**src/rtl/rand_share_arbiter.sv**
```systemverilog
// Round-robin sharer of one 64-bit random source across NREQ units; each source word is handed out once.
// Latency: grant in IDLE at T -> ack at T+2 (scalar) / T+4 (vector); requesters wait by holding req until ack.
module rand_share_arbiter #(
  parameter int NREQ   = 4,
  parameter int IDW    = 2,
  parameter int WARMUP = 16
) (
  input  logic                  Clk,
  input  logic                  Reset,
  input  logic [63:0]           rand_in,
  input  logic [NREQ-1:0]       req,
  input  logic [NREQ-1:0]       req_vec,
  output logic [NREQ-1:0]       ack,
  output logic [2:0][63:0]      rand_out,
  output logic [IDW-1:0]        out_id,
  output logic                  busy
);

  localparam int WW = $clog2(WARMUP + 1);

  typedef enum logic [1:0] {
    WARM = 2'd0,
    IDLE = 2'd1,
    COLL = 2'd2,
    DONE = 2'd3
  } state_t;

  state_t          state;
  state_t          state_nxt;
  logic [WW-1:0]   warm_cnt;
  logic [1:0]      cnt;
  logic [IDW-1:0]  ptr;
  logic            mode_vec;
  logic            coll_last;
  logic            grant_vld;
  logic [IDW-1:0]  grant_id;

  // Wrapping add kept explicit so non-power-of-two NREQ never lands on a missing requester.
  function automatic logic [IDW-1:0] rr_idx(input logic [IDW-1:0] base, input int off);
    int s;
    s = int'(base) + off;
    if (s >= NREQ) s = s - NREQ;
    return s[IDW-1:0];
  endfunction

  always_comb begin
    grant_vld = 1'b0;
    grant_id  = '0;
    for (int i = 1; i <= NREQ; i++) begin
      if (!grant_vld && req[rr_idx(ptr, i)]) begin
        grant_vld = 1'b1;
        grant_id  = rr_idx(ptr, i);
      end
    end
  end

  assign coll_last = mode_vec ? (cnt == 2'd2) : (cnt == 2'd0);

  always_comb begin
    state_nxt = state;
    busy      = 1'b1;
    case (state)
      WARM: if (warm_cnt == WW'(WARMUP - 1)) state_nxt = IDLE;
      IDLE: begin
        busy = 1'b0;
        if (grant_vld) state_nxt = COLL;
      end
      COLL: if (coll_last) state_nxt = DONE;
      DONE: state_nxt = IDLE;
      default: state_nxt = WARM;
    endcase
  end

  always_ff @(posedge Clk) begin
    if (Reset) state <= WARM;
    else       state <= state_nxt;
  end

  always_ff @(posedge Clk) begin
    if (Reset) begin
      warm_cnt <= '0;
      cnt      <= '0;
      ptr      <= IDW'(NREQ - 1);
      mode_vec <= 1'b0;
      out_id   <= '0;
      rand_out <= '0;
      ack      <= '0;
    end else begin
      ack <= '0;
      case (state)
        WARM: warm_cnt <= warm_cnt + 1'b1;
        IDLE: begin
          if (grant_vld) begin
            out_id   <= grant_id;
            ptr      <= grant_id;
            mode_vec <= req_vec[grant_id];
            cnt      <= '0;
          end
        end
        COLL: begin
          case (cnt)
            2'd0: rand_out[0] <= rand_in;
            2'd1: rand_out[1] <= rand_in;
            2'd2: rand_out[2] <= rand_in;
            default: ;
          endcase
          // A scalar must not expose stale y/z words from an earlier vector.
          if (!mode_vec) begin
            rand_out[1] <= '0;
            rand_out[2] <= '0;
          end
          cnt <= cnt + 2'd1;
          if (coll_last) ack <= NREQ'(1) << out_id;
        end
        default: ;
      endcase
    end
  end

endmodule

```
**config.mk**
```make
export PLATFORM = sky130hd
export DESIGN_NAME = rand_share_arbiter
export DESIGN_NICKNAME = d
export VERILOG_FILES = /design/src/rtl/rand_share_arbiter.sv
export SDC_FILE = /design/constraint.sdc
export NUM_CORES = 1
export LEC_CHECK = 0
export ABC_AREA = 1
export CAP_MARGIN = 15
export CORE_MARGIN = 5
export CORE_UTILIZATION = 45
export DETAILED_ROUTE_END_ITERATION = 10
export GPL_ROUTABILITY_DRIVEN = 0
export PLACE_DENSITY = 0.79
export SYNTH_ARGS = -nofsm -noshare
export SYNTH_HDL_FRONTEND = slang
export SYNTH_SLANG_ARGS = --single-unit
```
**constraint.sdc**
```tcl
create_clock -name Clk -period 2.3 [get_ports Clk]
set_clock_uncertainty 0.05 [all_clocks]
set_input_delay 0.46 -clock Clk [delete_from_list [all_inputs] [get_ports Clk]]
set_output_delay 0.46 -clock Clk [all_outputs]
set_load 0.1 [all_outputs]
```
==> flow_metrics.env <==
export IMPL_slowest_stage="dfxtp_1"
export IMPL_drc=0
export IMPL_cts_setup_buffers=0
export IMPL_layout_common_cells="buf_4 (210), dfxtp_1 (209), o21ai_0 (197)"
export IMPL_n_antenna_cell=0
export IMPL_grt_max_degree=79
export IMPL_hp_class="reg -> reg"
export IMPL_hpwlAfterDp_um=16450
export IMPL_path_buf_inv=3
export IMPL_r2r_slack_ns=0.34
export IMPL_met2_usage_pct=39.42
export IMPL_cts_buffers=23
export IMPL_h_tree_depth=1
export IMPL_firstDrtPassIters=7
export IMPL_wl_per_cell_um=16.66
export IMPL_drv_cap=0
export IMPL_wirelength_um=23730
export IMPL_ys_seq_elements=210
export IMPL_synth_nets=1030
export IMPL_max_freq_ghz=0.4945
export IMPL_slowest_delay_ns=0.31
export IMPL_grt_busiest_layer="met2"
export IMPL_start_util_pct=46.08
export IMPL_synthesis_area_sq_um=7669
export IMPL_ios=273
export IMPL_synth_xor_area_share_pct=0
export IMPL_layout_commonest_cell="buf_4"
export IMPL_die_area_sq_um=19750
export IMPL_drv_slew=0
export IMPL_period_needed_ns=2.022
export IMPL_end_kind="output port"
export IMPL_report_final_setup_viol=0
export IMPL_path_cells="inv_1, ha_1, inv_1, buf_12"
export IMPL_synthAdderAreaFrac_pct=1.468
export IMPL_critical_path_required_ns=1.79
export IMPL_grt_setup_unrepaired="no"
export IMPL_cp_top_family="buffers and inverters"
export IMPL_synthMuxAreaShare_pct=0
export IMPL_worst_slew_pin_slew_ns=0.6336
export IMPL_clkLatencyLatePin_ns=0.49
export IMPL_yosysSeqAreaShare_pct=54.82
export IMPL_gr_usage_met3_pct=6.817
export IMPL_yosysWarningCount=0
export IMPL_hold_viol_final=0
export IMPL_use_met1_pct=28.57
export IMPL_num_rows=47
export IMPL_holdBufCountCts=0
export IMPL_placed_area_sq_um=10080
export IMPL_synthCells=947
export IMPL_core_area_sq_um=16640
export IMPL_outcome="complete, no violations"
export IMPL_grt_ovfl_total=0
export IMPL_clk_pin_slew_ns=0.06
export IMPL_worstSetupPathType="reg -> out"
export IMPL_cp_max_fo=4
export IMPL_antenna_found_initial=0
export IMPL_via_count=7309
export IMPL_clk_path_buf_depth=3
export IMPL_timing_critical_path_mode_cell="inv_1"
export IMPL_nNetsFinal=1272
export IMPL_cp_start_kind="flip-flop"
export IMPL_synth_simple_area_share_pct=15.53
export IMPL_synth_cell_type_count=29
export IMPL_cts_sinks=210
export IMPL_synth_compound_area_share_pct=22.73
export IMPL_first_global_vias=7261
export IMPL_drive_gt1_share_pct=23.42
export IMPL_track_usage_pct=23.28
export IMPL_syn_area_per_cell_sq_um=8.098
export IMPL_final_area_sq_um=10860
export IMPL_fin_tns_setup_ns=0
export IMPL_io_buffer_count=272
export IMPL_die_h_um=140.5
export IMPL_grt_pass1_wl_um=38180
export IMPL_slew_headroom_pct=57.76
export IMPL_root_buffer="clkbuf_16"
export IMPL_cp_arrival_ns=1.51
export IMPL_fp_dieW_um=140.5
export IMPL_ant_nets=0
export IMPL_drtIter0Drc=485
export IMPL_syn_to_final_growth_pct=41.59
export IMPL_synth_top_family_by_area="compound AO/OA/AOI/OAI gates"
export IMPL_post_cts_resized=0
export IMPL_vias_per_cell=5.133
export IMPL_cts_tree="built"
export IMPL_fin_crit_sh_pct=87.92
-- final timing paths --
path	endpoint	cells past startpoint	from
worst max-delay path	busy	4	state[1]
worst min-delay path	rand_out[42]	2	rand_out[42]
worst max register to register	mode_vec	15	ptr[0]
worst min register to register	rand_out[42]	2	rand_out[42]
-- metal layers --
layer	part of all wire, %	vias up	wire, um
li1	-	3644	-
met1	40	3367	9524
met2	49	249	11600
met3	7.9	49	1875
met4	3.1	0	728
met5	0	-	0
-- sequential cells by signal, summed over array words and instances, names as in the netlist --
name,count
state,2
rand_out,192
mode_vec,1
out_id,2
cnt,2
ptr,2
warm_cnt,5
ack,4
-- stage by stage --
step / std cells / worst slack, ns / hold slack, ns / util [%]
floorplan: 947 / 0.5531 / 0.4184 / -
CTS: 1424 / 0.2502 / 0.4349 / 65.24
global route: 1424 / 0.1220 / 0.4539 / 65.24
finish: 1424 / 0.2778 / 0.4308 / 65.24
global placement: 1384 / 0.1856 / 0.4136 / 60.60
detailed placement: 1384 / 0.1075 / 0.4213 / 60.60
-- cells by family (layout without fill, tap and decap cells) --
logic type,Yosys count,count (layout)
AO/OA/AOI/OAI,341,341
adder cells (fa/ha/maj),9,9
buffers and inverters,107,364
flip-flops,210,210
AND/OR/NAND/NOR,280,280
-- cell usage after synthesis (all sizes together) --
master | number | share of area, %
clkbuf | 68 | 3.3
a211oi | 4 | 0.39
or2 | 2 | 0.16
a21oi | 134 | 8.8
nor2 | 140 | 7.1
nand4 | 2 | 0.16
ha | 9 | 1.5
o21ai | 199 | 13
nand3 | 11 | 0.88
nor3 | 6 | 0.39
inv | 36 | 1.9
nand2 | 119 | 6.9
o211ai | 2 | 0.20
buf | 3 | 0.26
a31oi | 2 | 0.16
dfxtp | 210 | 55
-- cell type report --
class	instances	area, sq um
fill	1456	5784
sequential	210	4205
multi-input combinational	630	3049
timing repair buffer	288	2407
clock buffer	29	638.1
tap	220	275.3
inverter	36	147.6
clock inverter	11	135.1
-- worst min-delay path, cell delays in order (launching register included) --
cell and delay, ns:
dfxtp_1 0.32, nor2_1 0.05, nor2_1 0.08
Power is not shown: default switching activity piles up to over one toggle a cycle in this logic, so the estimate is an artifact.
